File: config.mk
export PLATFORM = sky130hd
export DESIGN_NAME = proj_gfm_collector
export DESIGN_NICKNAME = d
export VERILOG_FILES = /design/src/rtl/proj_gfm_collector_pkg.sv /design/src/rtl/proj_gfm_collector_fifo.sv /design/src/rtl/proj_gfm_collector.sv
export SDC_FILE = /design/constraint.sdc
export NUM_CORES = 1
export LEC_CHECK = 0
export CAP_MARGIN = 25
export CORE_MARGIN = 4
export CORE_UTILIZATION = 44
export CTS_BUF_LIST = sky130_fd_sc_hd__clkbuf_8
export DETAILED_ROUTE_END_ITERATION = 6
export PLACE_DENSITY = 0.75
export SYNTH_ARGS = -nofsm -noshare
export SYNTH_HDL_FRONTEND = slang
export SYNTH_SLANG_ARGS = --single-unit
File: constraint.sdc
create_clock -name clk -period 7.29 [get_ports clk]
set_clock_uncertainty 0.2 [all_clocks]
set_input_delay 0.729 -clock clk [delete_from_list [all_inputs] [get_ports clk]]
set_output_delay 0.729 -clock clk [all_outputs]
set_load 0.05 [all_outputs]
File: src/rtl/proj_gfm_collector_pkg.sv
// proj_pkg: shared widths, collector constants and the buffered fragment record type
package proj_pkg;
  localparam int FM_EXTENDER_FRAG_LEN_BITS = 32;
  localparam int EXTENDER_OUT_PART_LEN = 8;
  localparam int FRAG_LEN = 16;
  localparam int GENOME_LEN = 1024;
  localparam int INDICE_LEN = 10;
  localparam int SIGNED_INDICE_LEN = INDICE_LEN + 1;
  localparam int COLLECTOR_FIFO_DEPTH = 4;
  localparam int COLLECTOR_PARTS = FM_EXTENDER_FRAG_LEN_BITS / EXTENDER_OUT_PART_LEN;
  typedef struct packed {
    logic [INDICE_LEN-1:0] index;
    logic [FM_EXTENDER_FRAG_LEN_BITS-1:0] fragment;
    logic clamped;
  } gfm_rec_t;
endpackage

File: src/rtl/proj_gfm_collector_fifo.sv
// proj_sync_fifo: registered-storage FIFO, head on dout (zero when empty); ports clk, rst_n, push/din, pop/dout, full, empty
module proj_sync_fifo #(
  parameter int W = 8,
  parameter int D = 4
) (
  input  logic         clk,
  input  logic         rst_n,
  input  logic         push,
  input  logic [W-1:0] din,
  input  logic         pop,
  output logic [W-1:0] dout,
  output logic         full,
  output logic         empty
);
  localparam int AW = $clog2(D);
  logic [W-1:0] mem [D];
  logic [AW-1:0] wp, rp;
  logic [AW:0] cnt;
  logic do_push, do_pop;
  assign full = cnt == (AW+1)'(D);
  assign empty = cnt == '0;
  assign do_pop = pop && !empty;
  assign do_push = push && (!full || do_pop);
  assign dout = empty ? '0 : mem[rp];
  always_ff @(posedge clk)
    if (do_push) mem[wp] <= din;
  always_ff @(posedge clk)
    if (!rst_n) begin
      wp <= '0;
      rp <= '0;
      cnt <= '0;
    end else begin
      if (do_push) wp <= wp + 1'b1;
      if (do_pop) rp <= rp + 1'b1;
      cnt <= cnt + (AW+1)'(do_push) - (AW+1)'(do_pop);
    end
endmodule

File: src/rtl/proj_gfm_collector.sv
// proj_gfm_collector: reassembles extender parts into clamped fragment records queued to a valid/ready output; ports clk, rst_n, in_valid/in_index/in_gfm, out_valid/out_ready/out_index/out_fragment/out_clamped, overflow, idx_mismatch
module proj_gfm_collector
  import proj_pkg::*;
#(
  parameter int FRAG_LEN_BITS = FM_EXTENDER_FRAG_LEN_BITS,
  parameter int FRAG_PART = EXTENDER_OUT_PART_LEN,
  parameter int FRAG_SIZE = FRAG_LEN,
  parameter int GENOME_LEN = proj_pkg::GENOME_LEN,
  parameter int INDICE_LEN = proj_pkg::INDICE_LEN,
  parameter int SIGNED_INDICE_LEN = proj_pkg::SIGNED_INDICE_LEN,
  parameter int FIFO_DEPTH = COLLECTOR_FIFO_DEPTH
) (
  input  logic                         clk,
  input  logic                         rst_n,
  input  logic                         in_valid,
  input  logic [SIGNED_INDICE_LEN-1:0] in_index,
  input  logic [FRAG_PART-1:0]         in_gfm,
  output logic                         out_valid,
  input  logic                         out_ready,
  output logic [INDICE_LEN-1:0]        out_index,
  output logic [FRAG_LEN_BITS-1:0]     out_fragment,
  output logic                         out_clamped,
  output logic                         overflow,
  output logic                         idx_mismatch
);
  localparam int PARTS = FRAG_LEN_BITS / FRAG_PART;
  localparam int KW = PARTS > 1 ? $clog2(PARTS) : 1;
  localparam int MAX_START = GENOME_LEN - FRAG_SIZE;
  logic [KW-1:0] k;
  logic [FRAG_LEN_BITS-1:0] asm_q, frag_now;
  logic [SIGNED_INDICE_LEN-1:0] cap, idx_now;
  logic last, neg, over, full, empty, pop;
  gfm_rec_t rec, head;
  assign last = in_valid && k == KW'(PARTS - 1);
  assign idx_now = k == '0 ? in_index : cap;
  assign neg = idx_now[SIGNED_INDICE_LEN-1];
  assign over = !neg && idx_now > SIGNED_INDICE_LEN'(MAX_START);
  always_comb begin
    frag_now = asm_q;
    frag_now[FRAG_PART*k +: FRAG_PART] = in_gfm;
  end
  assign rec.index = neg ? '0 : over ? INDICE_LEN'(MAX_START) : idx_now[INDICE_LEN-1:0];
  assign rec.fragment = frag_now;
  assign rec.clamped = neg || over;
  assign pop = out_valid && out_ready;
  always_ff @(posedge clk)
    if (!rst_n) begin
      k <= '0;
      asm_q <= '0;
      cap <= '0;
      overflow <= 1'b0;
      idx_mismatch <= 1'b0;
    end else begin
      if (in_valid) begin
        k <= last ? '0 : k + 1'b1;
        asm_q <= frag_now;
        if (k == '0) cap <= in_index;
        else if (in_index != cap) idx_mismatch <= 1'b1;
      end
      if (last && full && !pop) overflow <= 1'b1;
    end
  proj_sync_fifo #(.W($bits(gfm_rec_t)), .D(FIFO_DEPTH)) u_fifo (
    .clk(clk),
    .rst_n(rst_n),
    .push(last),
    .din(rec),
    .pop(pop),
    .dout(head),
    .full(full),
    .empty(empty)
  );
  assign out_valid = !empty;
  assign out_index = head.index;
  assign out_fragment = head.fragment;
  assign out_clamped = head.clamped;
endmodule
==> flow_summary.json, run 1 <==
{
  "ys_seq_area_share_pct": 65.1,
  "cap_viol_max_count": 0,
  "crit_slowest_cell": "clkdlybuf4s50_1",
  "synth-simple-area-share_pct": 9.66,
  "holdCritStartpoint": "cap[0]$_SDFFE_PN0P_",
  "die_x_microns": 156,
  "critPathTopFamily": "buffers and inverters",
  "critPathLaunchType": "flop",
  "synth_compound_area_share_pct": 6.56,
  "path_class": "reg -> out",
  "ys.flop_type": "edfxtp_1",
  "yosys.area.top_type_share_pct": 53.5,
  "utilization_pct": 52.6,
  "post_cts_buffers": 0,
  "synthXorXnorAreaFrac_pct": 1.53,
  "htree_levels": 2,
  "path_cells": "or3_1, buf_4, and2_1, clkdlybuf4s50_1",
  "ys_types": 48,
  "max_slew.worst_pin.slew_ps": 906,
  "avgSynthCellArea_sq_um": 14.8,
  "grt_usage_pct": 15.7,
  "status": "finished clean",
  "ios": 69,
  "cp_slowest_stage_delay_ps": 810,
  "hold_path_end": "cap[0]$_SDFFE_PN0P_",
  "final.setup.tns_ps": 0,
  "min_path_cells": 2,
  "yosysWarnings": 0,
  "synth_area_leader_cell": "edfxtp_1",
  "antenna_found_initial": 0,
  "post_cts_resized": 0,
  "reg2reg_depth": 11,
  "holdBufCountCts": 0,
  "grt_pass1_vias": 5545,
  "area_delta_synth_final_pct": 16.1,
  "timing.rr.start": "u_fifo.cnt[1]$_SDFF_PN0_",
  "finalMaxSlewViolations": 0,
  "clockBufferDepth": 3,
  "syn-num-nets": 688,
  "portBuffers": 68,
  "fmax_mhz": 252,
  "dr.pass1.iters": 7,
  "clock-sinks": 228,
  "required_ps": 6360,
  "cts_tree": "yes",
  "r2r-end": "u_fifo.cnt[2]$_SDFF_PN0_",
  "start_util_pct": 45.4,
  "drc": 0,
  "worstSkewPairLatency_ps": 520,
  "cp_num_buf_inv": 2,
  "rsz0062_at_grt": "false",
  "endpoint_kind": "primary output",
  "diodes": 0,
  "powerDensity_nw_per_um2": 352,
  "synthAdderAreaFrac_pct": 1.63,
  "maxSlewHeadroom_pct": 39.6,
  "synth_top_family_by_area": "multiplexers",
  "fin_nets": 769,
  "die_area_sq_um": 24400,
  "vias_per_cell": 5.23,
  "coreArea_sq_um": 21300,
  "final_layout_size_suffix_gt1_share_pct": 15.9,
  "wl_per_cell_microns": 18.2,
  "place_congestion": 0.721,
  "min_period_ps": 3960,
  "synth_area_leaders": "edfxtp_1, dfxtp_1, mux4_2, and2_1, nand2_1",
  "timing.hold.worst.class": "reg -> reg",
  "drtIter0Drc": 431,
  "synth_edf_count": 172,
  "arrival_ps": 3030,
  "drtAntennaViolNets": 0,
  "clkTransAtPathRegs_ps": 60,
  "finalHoldViolations": 0,
  "leakagePower_nw": 4.04,
  "muxShareOfSynthArea_pct": 11.3,
  "drt-total-wl_microns": 18800,
  "syn-instance-count": 653,
  "path_max_fanout": 31,
  "setup_violations": 0,
  "dp_hpwl_microns": 11800,
  "root_buffer": "clkbuf_8",
  "synth_seq_cells": 228,
  "netlist_area_sq_um": 9650,
  "fillers": 1739,
  "die_h_microns": 156,
  "grt_overflow": 0,
  "reg2reg_slack_ps": 4010,
  "grt_max_degree": 56,
  "vdd_drop_max_v": 0.000143,
  "async_reset_ff_share_pct": 0,
  "vias": 5421,
  "period_share_pct": 54.4,
  "grt_pass1_wl_microns": 29900,
  "cts_buffers": 36,
  "rows": 53
}
## worst max-delay path by stage
| stage | startpoint | to | slack [ps] | cells after the start |
|---|---|---|---|---|
| 3_3_place_gp | in_valid | u_fifo.mem[1][13]$_DFFE_PP_ | 3680 | 6 |
| 6_report | u_fifo.cnt[1]$_SDFF_PN0_ | out_fragment[3] | 3330 | 4 |
| 2_1_floorplan | in_valid | u_fifo.mem[0][0]$_DFFE_PP_ | 4380 | 4 |
| 5_1_grt | u_fifo.cnt[1]$_SDFF_PN0_ | out_fragment[1] | 3050 | 4 |
| 4_1_cts | u_fifo.cnt[1]$_SDFF_PN0_ | out_fragment[3] | 3220 | 4 |
| 3_5_place_dp | in_valid | u_fifo.mem[3][18]$_DFFE_PP_ | 3660 | 6 |
## synthesized netlist by cell type (3+ instances only)
cell	n
mux2i_1	10
mux4_2	43
ha_1	11
dfxtp_1	56
xor2_1	5
o21ai_0	30
a22oi_1	8
nor4_1	3
clkbuf_1	17
o21ai_2	5
buf_6	4
nor2b_1	13
nand2_1	70
nor2_1	13
buf_2	9
nand3_1	11
inv_1	40
xnor2_1	10
a21boi_0	10
edfxtp_1	172
buf_12	4
nand4_1	3
a21oi_1	3
and2_1	53
o211a_1	25
## registers in the layout, indices dropped and copies added, names as in the netlist, named ones only
register and count:
u_fifo.mem 172, u_fifo.cnt 3, cap 11, asm_q 32, u_fifo.rp 2, idx_mismatch 1, k 2, u_fifo.wp 2
overflow 1
## metal layers
metal | vias to the layer above | GRT usage [%] | wire [microns]
li1 | 2563 | - | -
met1 | 2687 | 21.1 | 8370
met2 | 142 | 25.8 | 9110
met3 | 29 | 3.63 | 979
met4 | 0 | 4.83 | 382
met5 | - | 0 | 0
## cells in the final DEF, fill, tap and decap left out, drive strengths merged, types with 2 or more instances in the layout
cell type | Yosys | layout
clkbuf | 17 | 40
xnor2 | 11 | 11
o21ai | 35 | 35
buf | 20 | 12
dfxtp | 56 | 56
mux4 | 43 | 43
edfxtp | 172 | 172
nor2b | 13 | 13
ha | 11 | 11
inv | 40 | 53
nand2 | 71 | 71
xor2 | 5 | 5
a21oi | 3 | 3
a21boi | 10 | 10
nor2 | 14 | 14
o211a | 25 | 25
nor4 | 3 | 3
a22oi | 8 | 8
nand3 | 11 | 11
mux2 | 2 | 2
and4bb | 2 | 2
nand4 | 3 | 3
mux2i | 10 | 10
and2 | 54 | 54
clkinv | 1 | 11
clkdlybuf4s50 | 0 | 68
## area by class of cell
| class | count | area, sq um | area share [%] |
|---|---|---|---|
| Timing Repair Buffer | 80 | 771 | 6.88 |
| Sequential cell | 228 | 6290 | 56.1 |
| Tap cell | 275 | 344 | 3.07 |
| Inverter | 41 | 154 | 1.37 |
| Clock inverter | 25 | 131 | 1.17 |
| Clock buffer | 40 | 551 | 4.91 |
| Multi-Input combinational cell | 347 | 2970 | 26.5 |
## tightest hold or removal path, delay by kind of cell, from the launching register on
kind,cells,cell delay (ps)
compound gates,1,60
flops,1,330
simple gates,1,60
## kinds of logic after synthesis
| family | Yosys count |
|---|---|
| compound gates | 85 |
| xor+xnor | 16 |
| fa+ha+maj | 12 |
| buf+inv | 78 |
| flops | 228 |
| mux | 55 |
| simple gates | 179 |
## power by group
group          internal, mW  leakage, nW  switching (mW)  total (mW)
clock                 0.541        0.391           0.473        1.01
sequential             1.44         2.04          0.0207        1.46
combinational         0.551         1.61           0.927        1.48
total                  2.53         4.04            1.42        3.95
## stage by stage
step           power (mW)  area [sq um]  worst slack [ps]  instances  hold WS (ps)
2_1_floorplan        2.59          9650              4380        653           269
3_3_place_gp         2.98         10500              3680        971           290
3_5_place_dp         2.98         10500              3660        971           293
4_1_cts              3.99         11200              3220       1036           306
5_1_grt              4.13         11200              3050       1036           336
6_report             3.95         11200              3330       1036           303
Power figures use the tool's default switching activity.
==> run 2: changes to the inputs <==
Clock period 7.29 ns to 3.8 ns, I/O delays scaled along.
==> flow_summary.json, run 2 (synthesis results as in run 1) <==
{
  "holdBufCountCts": 0,
  "required_ps": 3220,
  "clock-sinks": 228,
  "reg2reg_slack_ps": 880,
  "top_regs": "u_fifo.mem x172, asm_q x32, cap x11",
  "final_layout_size_suffix_gt1_share_pct": 16.8,
  "worstSkewPairLatency_ps": 510,
  "endpoint_kind": "primary output",
  "wl_per_cell_microns": 17.9,
  "fmax_mhz": 293,
  "grt_pass1_wl_microns": 29900,
  "min_period_ps": 3410,
  "die_x_microns": 156,
  "cp_num_buf_inv": 2,
  "path_class": "reg -> out",
  "clockBufferDepth": 3,
  "htree_levels": 2,
  "grt_overflow": 0,
  "place_congestion": 0.786,
  "cts_tree": "yes",
  "status": "finished clean",
  "critPathTopFamily": "buffers and inverters",
  "drtAntennaViolNets": 0,
  "die_area_sq_um": 24400,
  "crit_slowest_cell": "clkdlybuf4s50_1",
  "utilization_pct": 52.9,
  "finalHoldViolations": 0,
  "leakagePower_nw": 4.07,
  "cap_viol_max_count": 0,
  "period_share_pct": 89.8,
  "critPathLaunchType": "flop",
  "largest_register": "u_fifo.mem",
  "post_cts_resized": 0,
  "p_total_mw": 7.50,
  "vdd_drop_max_v": 0.000337,
  "hold_ws_ps": 311,
  "finalMaxSlewViolations": 0,
  "rsz0062_at_grt": "false",
  "max_slew.worst_pin.slew_ps": 919,
  "grt_max_degree": 51,
  "path_cells": "or3_1, buf_4, and2_1, clkdlybuf4s50_1",
  "vias_per_cell": 5.20,
  "area_delta_synth_final_pct": 16.7,
  "timing.hold.worst.class": "reg -> reg",
  "root_buffer": "clkbuf_8",
  "vias": 5421,
  "grt_usage_pct": 15.6,
  "drtIter0Drc": 330,
  "largest_reg_flops": 172,
  "final_common_cell": "edfxtp_1",
  "drc": 0,
  "drt-total-wl_microns": 18600,
  "cp_slowest_stage_delay_ps": 800,
  "grt_pass1_vias": 5619,
  "ios": 69,
  "coreArea_sq_um": 21300,
  "setup_violations": 0,
  "portBuffers": 68,
  "diodes": 0,
  "path_max_fanout": 29,
  "arrival_ps": 2830,
  "fillers": 1694,
  "final.setup.tns_ps": 0,
  "rows": 53,
  "dp_hpwl_microns": 12500,
  "powerDensity_nw_per_um2": 665,
  "cts_buffers": 37,
  "start_util_pct": 45.4,
  "maxSlewHeadroom_pct": 38.6,
  "fin_nets": 777,
  "antenna_found_initial": 0,
  "post_cts_buffers": 0,
  "die_h_microns": 156,
  "layout_common_cells": "edfxtp_1, nand2_1, clkdlybuf4s50_1",
  "dr.pass1.iters": 5,
  "clkTransAtPathRegs_ps": 60
}
==> run 2: cell count changes in the layout (fill, tap and decap cells not counted), moves of 2 or more <==
cell	previous run	this run
buf_4	12	16
clkinv_2	2	5
buf_12	0	3
inv_1	52	49
clkinv_1	9	11
==> run 2: power breakdown <==
part | switching [mW] | internal, mW
combinational | 1.76 | 1.07
sequential | 0.0543 | 2.76
clock | 0.890 | 0.968
==> run 2: worst min-delay path, cell delays in order (launching register included) <==
cell      delay [ps]
dfxtp_1          330
nand2_1           60
a21boi_0          60
==> run 2: final timing paths <==
check	startpoint	to	cells after the start
min reg2reg	cap[1]$_SDFFE_PN0P_	cap[1]$_SDFFE_PN0P_	2
max	u_fifo.cnt[1]$_SDFF_PN0_	out_index[8]	4
max reg2reg	u_fifo.cnt[1]$_SDFF_PN0_	u_fifo.cnt[2]$_SDFF_PN0_	10
min	cap[1]$_SDFFE_PN0P_	cap[1]$_SDFFE_PN0P_	2
==> run 2: per-stage QoR <==
stage               setup slack, ps  std cells  instance area, sq um
finish                          387       1043                 11300
CTS                             314       1043                 11300
global route                    202       1043                 11300
global placement                876        978                 10600
detailed placement              885        978                 10600
floorplan                      1140        653                  9650
==> run 2: metal layers <==
layer	routed length (microns)	vias up	share of wire, %	global-route usage [%]
li1	-	2579	-	-
met1	8100	2679	43	20.1
met2	9230	128	50	26.3
met3	854	35	4.6	3.47
met4	439	0	2.4	5.45
met5	0	-	0	0
==> run 2: layout make-up <==
class,instances,area (sq um),area share (%)
Clock buffer,40,551,4.89
Clock inverter,25,104,0.922
Inverter,41,154,1.37
Multi-Input combinational cell,347,2970,26.3
Sequential cell,228,6290,55.8
Tap cell,275,344,3.05
Timing Repair Buffer,87,861,7.64
